## src/rtl/my_cache_dm_pkg.sv

```systemverilog
// ============================================================================
// my_cache_dm_pkg : shared types and constants for the direct-mapped cache
// Revision 1.0
// ============================================================================
`default_nettype none

package my_cache_dm_pkg;

  localparam int CACHE_DATA_W   = 32;
  localparam int DEF_INDEX_BITS = 4;
  localparam int DEF_TAG_W      = CACHE_DATA_W - DEF_INDEX_BITS;

  typedef enum logic [2:0] {
    IDLE    = 3'd0,
    RD_MISS = 3'd1,
    WR_THRU = 3'd2,
    ATOMIC  = 3'd3,
    DONE    = 3'd4
  } state_t;

  function automatic int tag_width(input int index_bits);
    return CACHE_DATA_W - index_bits;
  endfunction

endpackage

`default_nettype wire

```

## src/rtl/my_cache_dm_tag_store.sv

```systemverilog
// ============================================================================
// cache_tag_store : valid/tag/data arrays with hit compare, fill and invalidate
// Revision 1.0
// ============================================================================
`default_nettype none

module cache_tag_store
  import my_cache_dm_pkg::*;
#(
  parameter int INDEX_BITS = DEF_INDEX_BITS,
  parameter int DATA_W     = CACHE_DATA_W
) (
  input  logic              clk,
  input  logic              rst_n,
  input  logic [DATA_W-1:0] addr,
  output logic              hit,
  output logic              tag_match,
  output logic [DATA_W-1:0] rd_data,
  input  logic              wr_en,
  input  logic [DATA_W-1:0] wr_data,
  input  logic              inv_en
);

  localparam int LINES = 1 << INDEX_BITS;
  localparam int TAG_W = DATA_W - INDEX_BITS;

  logic [LINES-1:0]      valid;
  logic [TAG_W-1:0]      tags  [LINES];
  logic [DATA_W-1:0]     data  [LINES];
  logic [INDEX_BITS-1:0] idx;
  logic [TAG_W-1:0]      tag;

  assign idx       = addr[INDEX_BITS-1:0];
  assign tag       = addr[DATA_W-1:INDEX_BITS];
  assign tag_match = (tags[idx] == tag);
  assign hit       = valid[idx] & tag_match;
  assign rd_data   = data[idx];

  always_ff @(posedge clk or negedge rst_n) begin
    if (!rst_n) begin
      valid <= '0;
    end else if (wr_en) begin
      valid[idx] <= 1'b1;
    end else if (inv_en && tag_match) begin
      valid[idx] <= 1'b0;
    end
  end

  // Tag and data need no reset: a line is meaningless until its valid bit is set.
  always_ff @(posedge clk) begin
    if (wr_en) begin
      tags[idx] <= tag;
      data[idx] <= wr_data;
    end
  end

endmodule

`default_nettype wire

```

## src/rtl/my_cache_dm.sv

```systemverilog
// ============================================================================
// my_cache_dm : direct-mapped write-through write-allocate cache, one word/line
// Revision 1.0
// ============================================================================
`default_nettype none

module my_cache_dm
  import my_cache_dm_pkg::*;
#(
  parameter int INDEX_BITS = DEF_INDEX_BITS,
  parameter int DATA_W     = CACHE_DATA_W
) (
  input  logic              clk,
  input  logic              rst_n,
  input  logic [DATA_W-1:0] cpu_data_w,
  input  logic [DATA_W-1:0] cpu_addr,
  input  logic              cpu_read,
  input  logic              cpu_write,
  input  logic              cpu_atomic,
  output logic              cpu_wait,
  output logic [DATA_W-1:0] cpu_data_r,
  input  logic              ram_wait,
  input  logic [DATA_W-1:0] ram_data_r,
  output logic [DATA_W-1:0] ram_data_w,
  output logic [DATA_W-1:0] ram_addr,
  output logic              ram_read,
  output logic              ram_write,
  output logic              ram_atomic
);

  state_t            state;
  logic              hit;
  logic              tag_match;
  logic [DATA_W-1:0] line_data;
  logic              any_req;
  logic              op_rd;
  logic              rd_hit;
  logic              same_req;
  logic              ram_done;
  logic              fill_en;
  logic              inv_en;
  logic [DATA_W-1:0] fill_data;
  logic [DATA_W-1:0] done_data;
  logic              wait_c;

  logic [DATA_W-1:0] req_addr;
  logic              req_wr;
  logic              req_atomic;
  logic [DATA_W-1:0] data_hold;
  logic [DATA_W-1:0] atomic_data;
  logic              done_atomic_rd;

  cache_tag_store #(
    .INDEX_BITS (INDEX_BITS),
    .DATA_W     (DATA_W)
  ) u_tag_store (
    .clk       (clk),
    .rst_n     (rst_n),
    .addr      (cpu_addr),
    .hit       (hit),
    .tag_match (tag_match),
    .rd_data   (line_data),
    .wr_en     (fill_en),
    .wr_data   (fill_data),
    .inv_en    (inv_en)
  );

  // A write wins over a simultaneous read.
  assign any_req   = cpu_read | cpu_write;
  assign op_rd     = cpu_read & ~cpu_write;
  assign rd_hit    = op_rd & ~cpu_atomic & hit;
  assign same_req  = any_req && (cpu_addr == req_addr) &&
                     (cpu_write == req_wr) && (cpu_atomic == req_atomic);
  assign ram_done  = ((state == RD_MISS) || (state == WR_THRU) || (state == ATOMIC)) && !ram_wait;
  assign fill_en   = ram_done && (state != ATOMIC);
  assign inv_en    = ram_done && (state == ATOMIC);
  assign fill_data = (state == WR_THRU) ? cpu_data_w : ram_data_r;
  assign done_data = done_atomic_rd ? atomic_data : line_data;

  // In DONE a different request is not yet served, so it must still stall.
  always_comb begin
    wait_c = 1'b0;
    case (state)
      IDLE:    wait_c = any_req & ~rd_hit;
      DONE:    wait_c = any_req & ~same_req;
      default: wait_c = 1'b1;
    endcase
  end

  assign cpu_wait = rst_n & wait_c;

  always_comb begin
    cpu_data_r = data_hold;
    if (state == IDLE && rd_hit) begin
      cpu_data_r = line_data;
    end else if (state == DONE) begin
      cpu_data_r = done_data;
    end
  end

  always_ff @(posedge clk or negedge rst_n) begin
    if (!rst_n) begin
      state          <= IDLE;
      ram_read       <= 1'b0;
      ram_write      <= 1'b0;
      ram_atomic     <= 1'b0;
      ram_addr       <= '0;
      ram_data_w     <= '0;
      req_addr       <= '0;
      req_wr         <= 1'b0;
      req_atomic     <= 1'b0;
      data_hold      <= '0;
      atomic_data    <= '0;
      done_atomic_rd <= 1'b0;
    end else begin
      case (state)
        IDLE: begin
          if (rd_hit) begin
            data_hold <= line_data;
          end else if (any_req) begin
            req_addr   <= cpu_addr;
            req_wr     <= cpu_write;
            req_atomic <= cpu_atomic;
            ram_addr   <= cpu_addr;
            ram_data_w <= cpu_data_w;
            if (cpu_atomic) begin
              state      <= ATOMIC;
              ram_atomic <= 1'b1;
              ram_read   <= op_rd;
              ram_write  <= cpu_write;
            end else if (cpu_write) begin
              state     <= WR_THRU;
              ram_write <= 1'b1;
            end else begin
              state    <= RD_MISS;
              ram_read <= 1'b1;
            end
          end
        end
        RD_MISS, WR_THRU, ATOMIC: begin
          if (!ram_wait) begin
            ram_read       <= 1'b0;
            ram_write      <= 1'b0;
            ram_atomic     <= 1'b0;
            done_atomic_rd <= (state == ATOMIC) && !req_wr;
            if (state == ATOMIC) begin
              atomic_data <= ram_data_r;
            end
            // A filled read line hits on the next IDLE cycle.
            state <= (state == RD_MISS) ? IDLE : DONE;
          end
        end
        DONE: begin
          data_hold <= done_data;
          if (!same_req) begin
            state <= IDLE;
          end
        end
        default: state <= IDLE;
      endcase
    end
  end

endmodule

`default_nettype wire

```

## config.mk

```make
export PLATFORM = sky130hd
export DESIGN_NAME = my_cache_dm
export DESIGN_NICKNAME = d
export VERILOG_FILES = /design/src/rtl/my_cache_dm_pkg.sv /design/src/rtl/my_cache_dm_tag_store.sv /design/src/rtl/my_cache_dm.sv
export SDC_FILE = /design/constraint.sdc
export NUM_CORES = 1
export LEC_CHECK = 0
export ABC_AREA = 0
export BUFFER_PORTS_ARGS = -buffer_cell sky130_fd_sc_hd__buf_2
export CAP_MARGIN = 20
export CORE_MARGIN = 2
export CORE_UTILIZATION = 45
export CTS_CLUSTER_SIZE = 30
export DETAILED_ROUTE_END_ITERATION = 6
export PLACE_DENSITY_LB_ADDON = 0.25
export SLEW_MARGIN = 40
export SYNTH_ARGS = -nofsm -noshare
export SYNTH_HDL_FRONTEND = slang
export SYNTH_SLANG_ARGS = --single-unit
```

## constraint.sdc

```tcl
create_clock -name clk -period 7.85 [get_ports clk]
set_input_delay 0.785 -clock clk [delete_from_list [all_inputs] [get_ports clk]]
set_output_delay 0.785 -clock clk [all_outputs]
set_load 0.01 [all_outputs]
```

# == After elaboration in Yosys (flattened, before gate mapping) ==
# Memory sizes are Yosys's and may differ from the RTL's.
# Index checks and enable logic that the tools add are counted.
# word_totals
wordCells,114
memories,2
in_bits,102
ramBits,960
output_inout_bits,100
reg_bits,153
# classes
mux,38
magnitude_cmp,2
bitwise,16
eq_ne,17
reduce_logical,27
# memory_table
memory,words,width,rd,rd_ports_with_merged_regs,wr,line_no,text
u_tag_store.data,16,32,1,0,1,my_cache_dm_tag_store.sv:29,logic [DATA_W-1:0] data [LINES];
u_tag_store.tags,16,28,1,0,1,my_cache_dm_tag_store.sv:28,logic [TAG_W-1:0] tags [LINES];
# ops
cell,count
2-to-1 mux 32 bit,5
case mux 32 bit (2 select lines),1
equality test 32 bit,1
2-to-1 mux 16 bit,2
equality test 28 bit,1
AND 16 bit,1
2-to-1 mux 1 bit,16
inverter 16 bit,1
bitwise OR 16 bit,1
2-to-1 mux 3 bit,5
AND reduction 5 bit,3
"!= test 2 bit, second input constant",6
logical AND 1 bit,10
case mux 3 bit (3 select lines),1
case mux 1 bit (2 select lines),4
AND 1 bit,7
"equality test 3 x 2 -> 1 bit, second input constant",2
"!= test 3 bit, second input constant",2
AND reduction 3 bit,2
nonzero test 2 bit,3
"< comparator 4 x 5 -> 1 bit, second input constant",1
inverter 1 bit,5
binary-select mux 1 bit (select 4 bit),1
demux 1 bit (select 4 bit),1
other kinds (13),18

# == Logic depth before layout (Yosys ltp) ==
# depth
depth_word,8
depth_mapped,16
mapped_depth_nobuf,9

# == By module ==
# From an unflattened synthesis, not the netlist that was laid out.
# unflattened
cells_unflattened,2133
hier_area_um2,44320.0
# by_module_without_submodules
module,cells_per_inst,n_inst,area_each_um2,seq_area_each_um2
cache_tag_store,1642,1,37624.8,29228.0
my_cache_dm,491,1,6695.2,3428.3

# == Least setup slack after synthesis ==
# Ideal clock, no wire load.
# synth_path
kind,input-to-reg
startpoint,in cpu_addr[3]
endpoint,mem u_tag_store.data[10][0] (netlist name) (enable)
slack_ps,2765
setup_ps,480
arrival_time_ps,4606
t_required_ps,7370
stages,7
path_buffers,5
path_cell_list,buf_2 > buf_2 > buf_2 > buf_2 > buf_2 > nand2_1 > nor2_1
# synth_rtl
element,line_no,text
start: declaration,my_cache_dm.sv:16,"input logic [DATA_W-1:0] cpu_addr,"
end: declaration,my_cache_dm_tag_store.sv:29,
# No word-level cell before the write port.

# == Worst setup path in the final report ==
# layout_path
startpoint,in cpu_addr[1]
endpoint,out cpu_data_r[26]
# layout_via
elab_chain_cells,6
elab_cells_between_ends,11
classes_between,1 x eq/ne; 5 x mux; 2 x bitwise; 1 x reduce/logical; 2 x memory
# layout_rtl
element,line_no,text
memory read (16 x 28 bit) or binary-select mux 1 bit (select 4 bit) (tied branches),-,
equality test 28 bit or 2-to-1 mux 1 bit (tied branches),"my_cache_dm_tag_store.sv:35, my_cache_dm_tag_store.sv:36",
AND 1 bit,my_cache_dm_tag_store.sv:36,assign hit = valid[idx] & tag_match;
AND 1 bit,my_cache_dm.sv:71,assign rd_hit = op_rd & ~cpu_atomic & hit;
logical AND 1 bit,my_cache_dm.sv:94,if (state == IDLE && rd_hit) begin
2-to-1 mux 32 bit *,my_cache_dm.sv:94,
end: declaration,my_cache_dm.sv:21,"output logic [DATA_W-1:0] cpu_data_r,"
# Mark *: on every way between the ends. The rest lies on a longest branch, timed or not. The select of a mux whose other input is x is not followed.

==> results by stage <==
Timing:
- Setup violations remaining at the end of the flow were counted as 0.
- The share of the cycle needed by the critical path after routing is 82.61%.
- For the finished layout, the period the worst path requires is 6.485 ns.
- The worst-case headroom to the max-slew limit is 37.82%.
- The hold violation total from the final report is 0.
- The final setup slack of the worst path is 1.365 ns.
- Clock skew on the completed layout was measured at 0.02979 ns.
- The final number of max-transition violations was 0.
- For this run, the top clock speed supported by timing is 154.2 MHz.
- The transition time at the pin with the least slew margin is 0.9317 ns.
- For the final routed database, the setup TNS stands at 0 ns.
- Setup repair after global routing left no endpoint under its margin.

Synthesis:
- The gate count after technology mapping is 2246.
- In this run the biggest area consumer among cell types represents 64.63% of the synthesized area.
- The flip-flop cell with the highest count after synthesis is sky130_fd_sc_hd__edfxtp_1.
- The net count after synthesis is 2348.
- By count the netlist is led by 960 x sky130_fd_sc_hd__edfxtp_1, 237 x sky130_fd_sc_hd__mux4_2, 153 x sky130_fd_sc_hd__dfrtp_1.
- For this run, the register share of the synthesized area comes to 73.21%.
- The flip-flop and latch count after synthesis is 1113.
- The synthesized netlist occupies a cell area of 44610 sq um.
- The share of synthesized registers carrying an async set or reset is 13.75%.
- In this run the mean area of a mapped cell was 19.86 sq um.
- The number of synthesized flops with an enable pin is 960.
- After synthesis, the netlist uses 60 different library cells.
- The top cell type by total area after synthesis is sky130_fd_sc_hd__edfxtp_1.
- The yosys synthesis warning count is 0.
- By instance count, the leading cell after synthesis is sky130_fd_sc_hd__edfxtp_1.
- Sorting the synthesized cells by area gives the leading types as sky130_fd_sc_hd__edfxtp_1 65%, sky130_fd_sc_hd__mux4_2 12%, sky130_fd_sc_hd__dfrtp_1 8.6%.

Layout:
- The post-route cell area is 51250 sq um.
- The sequential standard cell area is 32660 sq um.
- The area growth from synthesis to layout is 14.89%.
- The area of combinational cells with multiple inputs is 11460 sq um.
- The post-layout net count is 2597.
- The fraction of final layout cells with drive strength greater than 1 is 31.58%.
- The count of filler cells inserted in the layout is 7670.

Worst setup path:
- The kind of critical path is in -> out.
- The setup slack of the most critical reg-to-reg path is 3.58 ns.
- At the worst endpoint, the required time is 7.07 ns.
- Measured in cells, the most critical reg-to-reg path has a length of 10.
- For the worst setup path, the data arrival time is 5.70 ns.
- The worst-path maximum fanout is 63.
- The source of the worst register-to-register timing path is u_tag_store.tags[15][9]$_DFFE_PP_.
- The critical path endpoint category is a primary output.
- The worst setup path is launched from an input port.
- The capture point of the worst reg-to-reg path is data_hold[27]$_DFFE_PN0P_.

Route:
- Wires add up to 109300 um.
- The detailed router placed 22920 vias in this run.
- The first detailed-routing pass took 5 iterations.
- In this run, the number of DRC markers left after iteration 0 of detailed routing was 2375.
- After detailed routing, the number of remaining DRC violations is 0.
- The wire length per cell is 28.20 um.
- The average via count per standard cell is 5.911.
- Once detail routing completed, the nets flagged for antenna violations numbered 0.

Floorplan:
- The die covers 101700 sq um.
- From left edge to right edge, the die measures 318.8 um.
- The placeable core area is 98280 sq um.
- The initial core utilization is 45.39%.
- The number of rows in the core area is 115.
- The number of primary I/O pins is 202.
- The y dimension of the die is 318.8 um.

Global route:
- The maximum number of pins on one net before global-route repair is 74.
- The number of global-route vias before repair is 24050.
- The number of antenna violations at the first check in global routing is 4.
- The global-route wire length before repair is 161500 um.
- The total routing resource utilization after global routing is 21.65%.
- After global routing the overflow that remains totals 0.

Clock tree:
- The TritonCTS clock tree is built.
- CTS built an H-tree with a depth of 3.
- The root buffer cell is sky130_fd_sc_hd__clkbuf_16.
- The count of hold-fix buffers inserted at cts is 0.
- The clock buffer count from CTS is 109.
- The post-CTS setup repair buffer count is 0.
- The clock latency on the worst-skew pair is 0.69 ns.
- For this design, the sink count on the clock tree is 1113.
- In this run the deepest clock path goes through 3 buffers.
- The count of cells resized by post-cts repair is 0.
- The post-CTS clock slew at the launch and capture registers of the worst setup and hold paths is 0.06 ns.

Status:
- The flow ran to the end, and the final reports show no timing, DRC or antenna violations.

Power:
- In this run the power density over the cells is 298.9 nW/um^2.
- IR analysis of the VDD net gives a maximum drop of 0.0001417 V.
- The static leakage is 17.59 nW.

Placed design:
- The count of input and output buffers is 201.
- The worst slack at placement is 1.488 ns.
- Detailed placement finished with a half-perimeter wire length of 62220 um.
- The routability-driven placement congestion ratio is 0.7836.
- Once placement finished, the instance area stood at 47520 sq um.

Hold path:
- The class of the tightest hold or removal check is in -> async.

Flow run:
- The tool flagged a number of max-cap violations equal to 0.
## cells by family after synthesis
logic type	synth area share [%]
DFF	73.21
AOI/OAI and AO/OA	3.226
and+or+nand+nor	3.074
muxes	17.67
xor gates and xnor gates	1.355
buffers and inverters	1.470
## state kept, by name (all words and copies together), names as in the netlist, named ones only
name,cells
u_tag_store.data,512
u_tag_store.tags,448
atomic_data,32
data_hold,32
ram_data_w,32
req_addr,32
state,3
done_atomic_rd,1
ram_atomic,1
ram_read,1
ram_write,1
req_atomic,1
req_wr,1
## metal layers
layer  GRT usage, %  part of all wire (%)  wire (um)  up-vias
li1               -                     -          -     9705
met1          29.84                    42      45650    12250
met2          36.32                    50      54720      804
met3          3.016                   6.0       6517      159
met4          5.940                   2.2       2438        4
met5              0                 0.020         22        -
## how the worst max path moves through the flow
stage,endpoint,depth (start not counted),slack [ns],startpoint
2_1_floorplan,u_tag_store.data[10][0]$_DFFE_PP_,7,2.76,cpu_addr[3]
3_3_place_gp,cpu_data_r[20],12,1.20,cpu_addr[1]
3_5_place_dp,cpu_data_r[4],13,1.49,cpu_addr[0]
4_1_cts,cpu_data_r[4],14,1.45,cpu_addr[1]
5_1_grt,cpu_data_r[28],14,1.18,cpu_addr[1]
6_report,cpu_data_r[26],14,1.37,cpu_addr[1]
## final cells by class
type                       count  area share, %
sequential                  1113          63.72
multi-input combinational   1004          22.37
clock buffer                 148          5.906
timing repair buffer         263          3.489
tap                         1287          3.142
clock inverter                58          1.333
inverter                       4        0.02930
antenna                        1       0.004883
## power breakdown
part	internal [mW]	switching, mW	total [mW]	leakage (nW)
sequential	7.13	0.313	7.44	10.5
combinational	1.08	1.42	2.50	5.28
clock	3.17	2.21	5.38	1.82
## cells in the final DEF (no fill, tap or decap), types with 6 or more instances in the layout
cell type | synthesis | routed
sky130_fd_sc_hd__clkbuf_8 | 0 | 13
sky130_fd_sc_hd__nor2_4 | 0 | 17
sky130_fd_sc_hd__a22oi_1 | 26 | 26
sky130_fd_sc_hd__nand2_1 | 119 | 118
sky130_fd_sc_hd__mux2_4 | 16 | 16
sky130_fd_sc_hd__mux2_2 | 88 | 88
sky130_fd_sc_hd__nor3_1 | 7 | 7
sky130_fd_sc_hd__nand2b_1 | 7 | 7
sky130_fd_sc_hd__buf_2 | 47 | 196
sky130_fd_sc_hd__xor2_1 | 32 | 32
sky130_fd_sc_hd__mux4_2 | 237 | 237
sky130_fd_sc_hd__xnor2_1 | 37 | 37
sky130_fd_sc_hd__edfxtp_1 | 960 | 960
sky130_fd_sc_hd__o22ai_1 | 6 | 6
sky130_fd_sc_hd__nand4_1 | 12 | 12
sky130_fd_sc_hd__a21oi_1 | 12 | 12
sky130_fd_sc_hd__nor4_1 | 10 | 10
sky130_fd_sc_hd__clkbuf_16 | 0 | 111
sky130_fd_sc_hd__a21o_1 | 20 | 20
sky130_fd_sc_hd__buf_4 | 4 | 36
sky130_fd_sc_hd__clkinv_2 | 0 | 24
sky130_fd_sc_hd__a22o_1 | 11 | 11
sky130_fd_sc_hd__buf_8 | 2 | 7
sky130_fd_sc_hd__nand3_1 | 21 | 20
sky130_fd_sc_hd__clkbuf_1 | 46 | 26
sky130_fd_sc_hd__dfrtp_1 | 153 | 152
sky130_fd_sc_hd__clkinvlp_4 | 0 | 6
sky130_fd_sc_hd__a221oi_1 | 7 | 7
sky130_fd_sc_hd__and3_1 | 11 | 10
sky130_fd_sc_hd__a221o_1 | 62 | 62
sky130_fd_sc_hd__mux2i_1 | 131 | 131
sky130_fd_sc_hd__nor2b_1 | 12 | 9
sky130_fd_sc_hd__buf_6 | 10 | 11
sky130_fd_sc_hd__bufinv_16 | 0 | 14
sky130_fd_sc_hd__o21ai_0 | 10 | 10
sky130_fd_sc_hd__buf_16 | 0 | 8
sky130_fd_sc_hd__nor2_1 | 65 | 47
## worst max-delay path, stage by stage
cell and delay, ns:
sky130_fd_sc_hd__buf_8 0.38, sky130_fd_sc_hd__buf_16 0.36, sky130_fd_sc_hd__buf_4 0.50, sky130_fd_sc_hd__mux2i_1 0.14
sky130_fd_sc_hd__a22oi_1 0.27, sky130_fd_sc_hd__and3_1 0.21, sky130_fd_sc_hd__o22ai_1 0.08, sky130_fd_sc_hd__nor4_1 0.53
sky130_fd_sc_hd__o22ai_2 0.28, sky130_fd_sc_hd__nor2_2 0.59, sky130_fd_sc_hd__and4_2 0.35, sky130_fd_sc_hd__buf_4 0.56
sky130_fd_sc_hd__a221o_1 0.27, sky130_fd_sc_hd__buf_2 0.13
## per-stage QoR
step / hold WS (ns) / total power, mW / std cells / utilization (%)
6_report: 0.1015 / 15.32 / 3878 / 52.15
5_1_grt: 0.1286 / 15.89 / 3877 / 52.14
4_1_cts: 0.09134 / 15.45 / 3877 / 52.13
3_5_place_dp: 0.4624 / 10.09 / 3671 / 48.36
3_3_place_gp: 0.4559 / 9.969 / 3656 / 47.98
2_1_floorplan: 0.4443 / 9.063 / 2246 / -
Power figures use the tool's default switching activity.
